==> config.mk <==
export PLATFORM = sky130hd
export DESIGN_NAME = trace_arbiter_flat
export DESIGN_NICKNAME = d
export VERILOG_FILES = /design/src/rtl/trace_arbiter_if.sv /design/src/rtl/trace_arbiter.sv /design/src/flat_wrapper.sv
export SDC_FILE = /design/constraint.sdc
export NUM_CORES = 1
export LEC_CHECK = 0
export BUFFER_PORTS_ARGS = -buffer_cell sky130_fd_sc_hd__buf_2
export CAP_MARGIN = 20
export CELL_PAD_IN_SITES_DETAIL_PLACEMENT = 0
export CELL_PAD_IN_SITES_GLOBAL_PLACEMENT = 1
export CORE_UTILIZATION = 35
export CTS_BUF_LIST = sky130_fd_sc_hd__clkbuf_4
export DETAILED_ROUTE_END_ITERATION = 10
export GPL_TIMING_DRIVEN = 0
export PLACE_DENSITY_LB_ADDON = 0.1
export SLEW_MARGIN = 20
export SYNTH_ARGS = -nofsm -noshare
export SYNTH_HDL_FRONTEND = slang
export SYNTH_SLANG_ARGS = --single-unit
==> constraint.sdc <==
create_clock -name clk -period 22.5 [get_ports clk]
set_input_delay 2.25 -clock clk [delete_from_list [all_inputs] [get_ports clk]]
set_output_delay 2.25 -clock clk [all_outputs]
set_load 0.01 [all_outputs]
==> src/rtl/trace_arbiter_if.sv <==
// Trace-source bundle between the capture sources and the trace arbiter.
// The master drives the samples; the slave returns the merged stream and drop statistics.
interface trace_arbiter_if #(
    parameter int NS   = 5,
    parameter int TW   = 32,
    parameter int CNTw = 8,
    parameter int SRCw = (NS > 1) ? $clog2(NS) : 1
);
    logic                 enable;
    logic [NS-1:0]        trigger_in;
    logic [NS*TW-1:0]     trace_in;
    logic                 trigger_out;
    logic [TW-1:0]        trace_out;
    logic [SRCw-1:0]      src_out;
    logic [NS*CNTw-1:0]   drop_cnt_all;
    logic                 drop_any;

    modport master (
        output enable, trigger_in, trace_in,
        input  trigger_out, trace_out, src_out, drop_cnt_all, drop_any
    );

    modport slave (
        input  enable, trigger_in, trace_in,
        output trigger_out, trace_out, src_out, drop_cnt_all, drop_any
    );
endinterface

==> src/rtl/trace_arbiter.sv <==
// Round-robin merge of NS trace sources into the single trace buffer write port.
// Each source owns a small FIFO; overflowing samples are counted per source.
module trace_arbiter #(
    parameter int NS    = 5,
    parameter int TW    = 32,
    parameter int DEPTH = 4,
    parameter int CNTw  = 8
) (
    input  logic           clk,
    input  logic           reset,
    trace_arbiter_if.slave tif
);
    localparam int SRCw = (NS > 1) ? $clog2(NS) : 1;
    localparam int AW   = $clog2(DEPTH);
    localparam int CW   = AW + 1;
    localparam int DW   = SRCw + 1;

    logic [TW-1:0]   mem_r      [NS][DEPTH];
    logic [AW-1:0]   wr_ptr_r   [NS];
    logic [AW-1:0]   rd_ptr_r   [NS];
    logic [CW-1:0]   count_r    [NS];
    logic [CNTw-1:0] drop_cnt_r [NS];
    logic [SRCw-1:0] last_grant_r;
    logic            trigger_out_r;
    logic [TW-1:0]   trace_out_r;
    logic [SRCw-1:0] src_out_r;
    logic            drop_any_r;

    logic [NS-1:0]   req_s;
    logic [NS-1:0]   full_s;
    logic [NS-1:0]   pop_s;
    logic [NS-1:0]   push_s;
    logic [NS-1:0]   drop_s;
    logic [CNTw-1:0] drop_cnt_nxt_s [NS];
    logic            drop_any_nxt_s;
    logic            grant_valid_s;
    logic [SRCw-1:0] grant_idx_s;
    logic [DW-1:0]   dist_s;
    logic [DW-1:0]   best_s;
    logic [TW-1:0]   head_s;

    // Rotating priority: the requester closest after last_grant wins; last_grant itself ranks last.
    always_comb begin
        req_s         = '0;
        grant_valid_s = 1'b0;
        grant_idx_s   = '0;
        best_s        = DW'(NS + 1);
        dist_s        = '0;
        for (int i = 0; i < NS; i++) begin
            req_s[i] = (count_r[i] != CW'(0));
            if (SRCw'(i) > last_grant_r) begin
                dist_s = DW'(i) - {1'b0, last_grant_r};
            end else begin
                dist_s = DW'(i + NS) - {1'b0, last_grant_r};
            end
            if (req_s[i] && (dist_s < best_s)) begin
                best_s        = dist_s;
                grant_valid_s = 1'b1;
                grant_idx_s   = SRCw'(i);
            end else begin
                best_s        = best_s;
            end
        end
    end

    // Per-source push/pop/drop decisions; a full FIFO popped this cycle still accepts a push.
    always_comb begin
        full_s         = '0;
        pop_s          = '0;
        push_s         = '0;
        drop_s         = '0;
        head_s         = '0;
        drop_any_nxt_s = 1'b0;
        for (int i = 0; i < NS; i++) begin
            full_s[i] = (count_r[i] == CW'(DEPTH));
            pop_s[i]  = grant_valid_s && (grant_idx_s == SRCw'(i));
            push_s[i] = tif.enable && tif.trigger_in[i] && (!full_s[i] || pop_s[i]);
            drop_s[i] = tif.enable && tif.trigger_in[i] && full_s[i] && !pop_s[i];
            if (drop_s[i] && (drop_cnt_r[i] != {CNTw{1'b1}})) begin
                drop_cnt_nxt_s[i] = drop_cnt_r[i] + CNTw'(1);
            end else begin
                drop_cnt_nxt_s[i] = drop_cnt_r[i];
            end
            if (pop_s[i]) begin
                head_s = mem_r[i][rd_ptr_r[i]];
            end else begin
                head_s = head_s;
            end
            drop_any_nxt_s = drop_any_nxt_s | (drop_cnt_nxt_s[i] != CNTw'(0));
        end
    end

    // FIFO state, drop counters and the output register.
    always_ff @(posedge clk) begin
        if (!reset) begin
            for (int i = 0; i < NS; i++) begin
                wr_ptr_r[i]   <= '0;
                rd_ptr_r[i]   <= '0;
                count_r[i]    <= '0;
                drop_cnt_r[i] <= '0;
            end
            last_grant_r  <= SRCw'(NS - 1);
            trigger_out_r <= 1'b0;
            trace_out_r   <= '0;
            src_out_r     <= '0;
            drop_any_r    <= 1'b0;
        end else begin
            for (int i = 0; i < NS; i++) begin
                if (push_s[i]) begin
                    mem_r[i][wr_ptr_r[i]] <= tif.trace_in[i*TW +: TW];
                    wr_ptr_r[i]           <= wr_ptr_r[i] + AW'(1);
                end else begin
                    wr_ptr_r[i]           <= wr_ptr_r[i];
                end
                if (pop_s[i]) begin
                    rd_ptr_r[i] <= rd_ptr_r[i] + AW'(1);
                end else begin
                    rd_ptr_r[i] <= rd_ptr_r[i];
                end
                case ({push_s[i], pop_s[i]})
                    2'b10:   count_r[i] <= count_r[i] + CW'(1);
                    2'b01:   count_r[i] <= count_r[i] - CW'(1);
                    default: count_r[i] <= count_r[i];
                endcase
                drop_cnt_r[i] <= drop_cnt_nxt_s[i];
            end
            drop_any_r    <= drop_any_nxt_s;
            trigger_out_r <= grant_valid_s;
            if (grant_valid_s) begin
                trace_out_r  <= head_s;
                src_out_r    <= grant_idx_s;
                last_grant_r <= grant_idx_s;
            end else begin
                trace_out_r  <= trace_out_r;
                src_out_r    <= src_out_r;
                last_grant_r <= last_grant_r;
            end
        end
    end

    assign tif.trigger_out = trigger_out_r;
    assign tif.trace_out   = trace_out_r;
    assign tif.src_out     = src_out_r;
    assign tif.drop_any    = drop_any_r;

    for (genvar g = 0; g < NS; g++) begin : g_drop_pack
        assign tif.drop_cnt_all[g*CNTw +: CNTw] = drop_cnt_r[g];
    end
endmodule

==> src/flat_wrapper.sv <==
// flat-port wrapper written by rule: the top's interface ports become plain ports
module trace_arbiter_flat 
#(
    parameter int NS    = 5,
    parameter int TW    = 32,
    parameter int DEPTH = 4,
    parameter int CNTw  = 8
)
  (clk, reset, tif_enable, tif_trigger_in, tif_trace_in, tif_trigger_out, tif_trace_out, tif_src_out, tif_drop_cnt_all, tif_drop_any);
  trace_arbiter_if #(.NS(NS), .TW(TW), .CNTw(CNTw)) tif_i ();
  input  logic clk;
  input  logic reset;
  input wire logic [$bits(tif_i.enable)-1:0] tif_enable;
  input wire logic [$bits(tif_i.trigger_in)-1:0] tif_trigger_in;
  input wire logic [$bits(tif_i.trace_in)-1:0] tif_trace_in;
  output wire logic [$bits(tif_i.trigger_out)-1:0] tif_trigger_out;
  output wire logic [$bits(tif_i.trace_out)-1:0] tif_trace_out;
  output wire logic [$bits(tif_i.src_out)-1:0] tif_src_out;
  output wire logic [$bits(tif_i.drop_cnt_all)-1:0] tif_drop_cnt_all;
  output wire logic [$bits(tif_i.drop_any)-1:0] tif_drop_any;
  assign tif_i.enable = tif_enable;
  assign tif_i.trigger_in = tif_trigger_in;
  assign tif_i.trace_in = tif_trace_in;
  assign tif_trigger_out = tif_i.trigger_out;
  assign tif_trace_out = tif_i.trace_out;
  assign tif_src_out = tif_i.src_out;
  assign tif_drop_cnt_all = tif_i.drop_cnt_all;
  assign tif_drop_any = tif_i.drop_any;
  trace_arbiter #(.NS(NS), .TW(TW), .DEPTH(DEPTH), .CNTw(CNTw)) u_core (.clk(clk), .reset(reset), .tif(tif_i));
endmodule
# Word level (Yosys, flattened, before mapping)

Memories as Yosys holds them, arrays and structs flattened.
Cells that the tools add are included.

Bitwise gates (word level): 54
Eq/ne operators: 24
Order comparisons: 25
Mux-type cells: 205
Reductions and logical operators: 71
Add/subtract/negate cells: 35

Operators by type and width:

| kind                                                                 | count |
|---|---|
| 128-bit 2-to-1 mux                                                   | 5 |
| 32-bit 2-to-1 mux                                                    | 20 |
| 32-bit binary-select mux with 2-bit select                           | 5 |
| 32-bit demux with 2-bit select                                       | 5 |
| 1-bit 2-to-1 mux                                                     | 113 |
| 8-bit 2-to-1 mux                                                     | 10 |
| 3-bit 2-to-1 mux                                                     | 16 |
| 2-bit 2-to-1 mux                                                     | 22 |
| 1-bit OR                                                             | 44 |
| 8-bit by 1-bit adder with 8-bit output, second input constant        | 5 |
| 1-bit logical AND                                                    | 40 |
| 8-bit inequality test, second input constant                         | 5 |
| 8-bit nonzero test                                                   | 5 |
| 4-bit 2-to-1 mux                                                     | 9 |
| 3-bit >= comparator, second input constant                           | 10 |
| 2-bit inverter with 3-bit output                                     | 10 |
| 2-bit by 1-bit adder with 2-bit output, second input constant        | 10 |
| 3-bit == test, second input constant                                 | 6 |
| 4-bit < comparator                                                   | 4 |
| 3-bit by 3-bit subtractor with 4-bit output, first input constant    | 4 |
| 3-bit by 1-bit adder with 3-bit output, second input constant        | 5 |
| 3-bit by 1-bit < comparator with 1-bit output, second input constant | 5 |
| 3-bit nonzero test                                                   | 5 |
| 3-bit by 1-bit subtractor with 3-bit output, second input constant   | 5 |
| 15 further kinds                                                     | 46 |

Output and inout port bits: 77
Memories kept: 5
Flip-flop bits (word level): 40
Input port bits: 168
Word-level logic and storage cells: 424
Bits in writable memories: 715

Memories:

| memory            | depth | bits a word | rd ports | clocked after memory_dff | wr ports | line                | RTL |
|---|---|---|---|---|---|---|---|
| u_core.mem_r      | 5     | 128         | 5        | 0                        | 5        | trace_arbiter.sv:18 | `logic [TW-1:0] mem_r [NS][DEPTH];` |
| u_core.drop_cnt_r | 5     | 8           | 5        | 0                        | 5        | trace_arbiter.sv:22 | `logic [CNTw-1:0] drop_cnt_r [NS];` |
| u_core.count_r    | 5     | 3           | 5        | 0                        | 5        | trace_arbiter.sv:21 | `logic [CW-1:0] count_r [NS];` |
| u_core.rd_ptr_r   | 5     | 2           | 5        | 0                        | 5        | trace_arbiter.sv:20 | `logic [AW-1:0] rd_ptr_r [NS];` |
| u_core.wr_ptr_r   | 5     | 2           | 5        | 0                        | 5        | trace_arbiter.sv:19 | `logic [AW-1:0] wr_ptr_r [NS];` |

# Longest topological paths before layout

Depth after elaboration: 28
Mapped depth: 48
Depth with buffers taken out: 42

# Worst setup path after synthesis

No wires, ideal clock.

Path type: reg-to-reg
From: reg, netlist name u_core.tif.src_out[1]
To: mem u_core.mem_r[0][512] (netlist name), enable pin
Path slack: 13372 ps
Stages on the path, launching flop included: 42
Path buffers: 7
Data required time: 22108 ps
Arrival: 8736 ps
Library setup time: 392 ps
Period minus slack after synthesis: 9128 ps
Cell sequence: dfxtp_1 -> clkbuf_1 -> inv_1 -> ha_1 -> nor2_1 -> o21a_1 -> ha_1 -> a311o_1 -> nor2_2 -> clkbuf_1 -> nand2_1 -> ha_1 -> or2_2 -> a31oi_1 -> nand3_1 -> a22oi_1 -> buf_2 -> buf_1 -> [... 6 more ...] -> mux2_2 -> mux2i_1 -> and2_1 -> clkbuf_1 -> clkbuf_1 -> nand2_1 -> o21ai_0 -> ha_1 -> a221oi_1 -> o211ai_1 -> a21oi_1 -> nand2_1 -> a21oi_1 -> a21bo_2 -> o211a_1 -> buf_2 -> a31oi_1 -> and3_1

RTL lines:

| what          | line |
|---|---|
| end, declared | trace_arbiter.sv:18 |

==> flow_summary_export.csv <==
group,metric,value,unit
run_status,status,"finished clean",
worst_setup_path,r2r_start,"u_core.tif.src_out[1]",
place,port_buffers,244,
routing,wl_met3,4490,um
routing,top_layer_used,"met5",
die,initial_core_util,0.353,
die,die_height,300,um
worst_setup_path,crit_path_end,"u_core.count_r[1][2]",
routing,wl_per_cell,24.1,um
sta,relSlewSlack,0.285,
worst_setup_path,setup.worst_path.start,"u_core.tif.src_out[1]",
worst_setup_path,slowest_delay,540,ps
sta,tightest_slew,1060,ps
routing,wl_met2,43500,um
routing,first_pass_iters,5,
layout,fin_nets,2525,
worst_setup_path,cpLargestDelayFamily,"buffers and inverters",
sta,final-hold-violation-count,0,
cts,postCtsSetupRepairBufs,0,
worst_setup_path,r2r_cells,43,
job,drv_cap,0,
worst_setup_path,path_common_cell,"ha_1",
worst_setup_path,r2r_slack,10310,ps
cts,clkSlewWorstSetupHoldPaths,70,ps
sta,drv_slew,0,
worst_setup_path,slowest_stage,"nor4bb_1",
synthesis,synth-seq-cells,753,
worst_setup_path,timing.rr.end,"u_core.count_r[1][2]",
place,dp.final_hpwl,62800,um
cts,cts_made_buffers,200,
sta,setup_viol,0,
die,row_count,109,
cts,cts_resized,0,
routing,wl_met1,38000,um
synthesis,syn_area,31100,um^2
synthesis,ys_async_sr_fraction,0,
worst_setup_path,arrival,12950,ps
global_routing,grt_pass1_wl,126000,um
routing,final_antenna_net_count,0,
global_routing,grt_max_degree,26,
cts,clk_latency,1040,ps
synthesis,yosysUniqueCellTypes,73,
worst_setup_path,worst-setup-path-type,"flip-flop to flip-flop",
die,die_w,300,um
global_routing,grt_pass1_vias,18900,
synthesis,postSynthAreaPerCell,17.0,um^2
worst_setup_path,path_buf_inv,9,
worst_setup_path,required,23260,ps
synthesis,synth_edf_count,675,
place,gp_congestion,0.825,
sta,fin_skew,62.4,ps
routing,vias,18400,
cts,htree_levels,4,
worst_setup_path,cp-start-kind,"flip-flop",
global_routing,antenna_found_initial,27,
die,pin_count,245,
cts,cts_buffer_depth,3,
sta,post-route-period-util,0.542,
layout,syn_to_final_growth,18.6,%
sta,rsz0062_at_grt,"false",
synthesis,synth_nets,2059,
min_path,worstHoldPathType,"flip-flop to flip-flop",
routing,drc,0,
global_routing,overflow,0,
sta,fin_tns_setup,0,ps
cts,clock_sinks,753,
routing,viasPerCell,5.07,
synthesis,synth_ff_type,"edfxtp_1",
synthesis,ys_warn_count,0,
sta,min_period,12190,ps
worst_setup_path,critPathCaptureType,"flip-flop",
routing,wl,87300,um
cts,cts_tree,"yes",
worst_setup_path,path_depth,43,
die,dieArea,90100,um^2
sta,max_clock_freq,0.0821,GHz
synthesis,yosysSeqAreaShare,0.701,
layout,drive_above_1_share,0.324,
die,coreArea,88200,um^2
global_routing,track_usage,0.196,
cts,cts_root_buf,"clkbuf_4",
cts,ctsHoldBuffers,0,
worst_setup_path,crit_path_max_fanout,10,
synthesis,syn_inst,1831,
routing,first_iter_violations,976,
==> worst register-to-register path, delay by kind of cell (launching register included) <==
family                     cells  cell delay [ps]
and+or+nand+nor               15             3100
xor gates and xnor gates       1              170
adders and majority gates      7             2300
muxes                          2              350
AOI/OAI and AO/OA              9             2230
DFF                            1              480
buffers and inverters          9             3330
==> cell families (layout without fill, tap and decap cells) <==
group	count (synthesis)	count (layout)	synth area share
adder cells (fa/ha/maj)	61	61	0.0254
flip-flops	753	753	0.701
XOR/XNOR	44	44	0.0124
AND/OR/NAND/NOR	417	417	0.0680
buffers and inverters	148	773	0.0187
AO/OA/AOI/OAI	223	223	0.0505
multiplexers	184	184	0.124
other	1	8	0.000120
==> cells in the final DEF, fill, tap and decap left out, types with 9 or more instances in the layout <==
| master | instances |
|---|---|
| a22o_1 | 11 |
| a41oi_1 | 10 |
| nand3_1 | 23 |
| clkinv_1 | 47 |
| inv_1 | 39 |
| buf_1 | 10 |
| nor2_1 | 105 |
| and3_2 | 20 |
| dfxtp_1 | 78 |
| a211oi_1 | 26 |
| o311ai_0 | 10 |
| clkbuf_4 | 297 |
| and3_1 | 50 |
| a21oi_1 | 38 |
| o21ai_0 | 48 |
| and2_1 | 22 |
| or2_2 | 9 |
| xnor2_1 | 33 |
| nand3b_1 | 15 |
| clkbuf_1 | 87 |
| a311oi_1 | 20 |
| xor2_1 | 11 |
| mux4_2 | 160 |
| buf_2 | 247 |
| nand4_1 | 12 |
| nand2_1 | 104 |
| ha_1 | 56 |
| buf_12 | 17 |
| nor3_1 | 16 |
| mux2i_1 | 20 |
| edfxtp_1 | 675 |
==> layout make-up <==
| type | count | area, um^2 |
|---|---|---|
| clock inverters | 64 | 424 |
| well taps | 1165 | 1460 |
| clock buffers | 297 | 2230 |
| diodes | 7 | 17.5 |
| repair buffers | 264 | 1640 |
| inverters | 43 | 161 |
| flip-flops and latches | 753 | 21800 |
| plain buffers | 105 | 422 |
| multi-input cells | 930 | 8750 |
| fillers | 8157 | 51300 |
==> synth_stat cells, types with 5 or more instances <==
master	n	area share
edfxtp_1	675	0.65
mux4_2	160	0.12
nor2_1	105	0.013
nand2_1	104	0.013
clkbuf_1	88	0.011
dfxtp_1	78	0.050
and3_1	70	0.014
ha_1	56	0.023
o21ai_0	48	0.0077
inv_1	39	0.0047
a21oi_1	38	0.0061
xnor2_1	33	0.0093
a211oi_1	26	0.0063
nand3_1	23	0.0037
and2_1	22	0.0044
a311oi_1	20	0.0056
mux2i_1	20	0.0064
o311ai_0	17	0.0048
nor3_1	16	0.0026
nand3b_1	15	0.0036
nand4_1	12	0.0024
a22o_1	11	0.0031
xor2_1	11	0.0031
a41oi_1	10	0.0028
buf_1	10	0.0012
or2_2	9	0.0018
a31oi_1	8	0.0016
or3_1	8	0.0016
a22oi_1	6	0.0014
nand2b_1	5	0.0010
==> metal layers <==
| layer | GRT usage | up-vias |
|---|---|---|
| met1 | 0.251 | 9399 |
| li1 | - | 8354 |
| met2 | 0.325 | 484 |
| met4 | 0.0562 | 30 |
| met5 | 0 | - |
| met3 | 0.0537 | 133 |
==> metrics by stage <==
step | area [um^2] | cells | utilization | hold slack, ps | setup WS (ps)
after detailed placement | 34300 | 3260 | 0.388 | 459 | 10300
after floorplan | 31100 | 1831 | - | 481 | 13370
after CTS | 36900 | 3621 | 0.418 | 468 | 10330
after global routing | 36900 | 3626 | 0.419 | 497 | 9320
after global placement | 33800 | 3240 | 0.383 | 450 | 9680
final | 36900 | 3628 | 0.419 | 460 | 10310
==> registers in the layout, indices dropped and copies added (netlist names) <==
| signal | count |
|---|---|
| u_core.count_r | 15 |
| u_core.mem_r | 640 |
| u_core.tif.trace_out | 32 |
| u_core.wr_ptr_r | 10 |
| u_core.tif.drop_any | 1 |
| u_core.rd_ptr_r | 10 |
| u_core.last_grant_r | 1 |
| u_core.tif.trigger_out | 1 |
| u_core.drop_cnt_r | 40 |
| u_core.tif.src_out | 3 |
==> worst min-delay path by stage <==
stage / from / to / slack (ps) / depth (start not counted)
floorplan: u_core.tif.src_out[2] / u_core.tif.src_out[2] / 480 / 2
global placement: u_core.tif.src_out[2] / u_core.tif.src_out[2] / 450 / 2
detailed placement: u_core.tif.src_out[2] / u_core.tif.src_out[2] / 460 / 2
CTS: u_core.tif.src_out[2] / u_core.tif.src_out[2] / 470 / 2
global route: u_core.tif.src_out[2] / u_core.tif.src_out[2] / 500 / 2
finish: u_core.tif.src_out[2] / u_core.tif.src_out[2] / 460 / 2
Power is left out: the tool's default activity adds up to more than one toggle a clock period on the data nets, which glitch-free logic cannot reach.
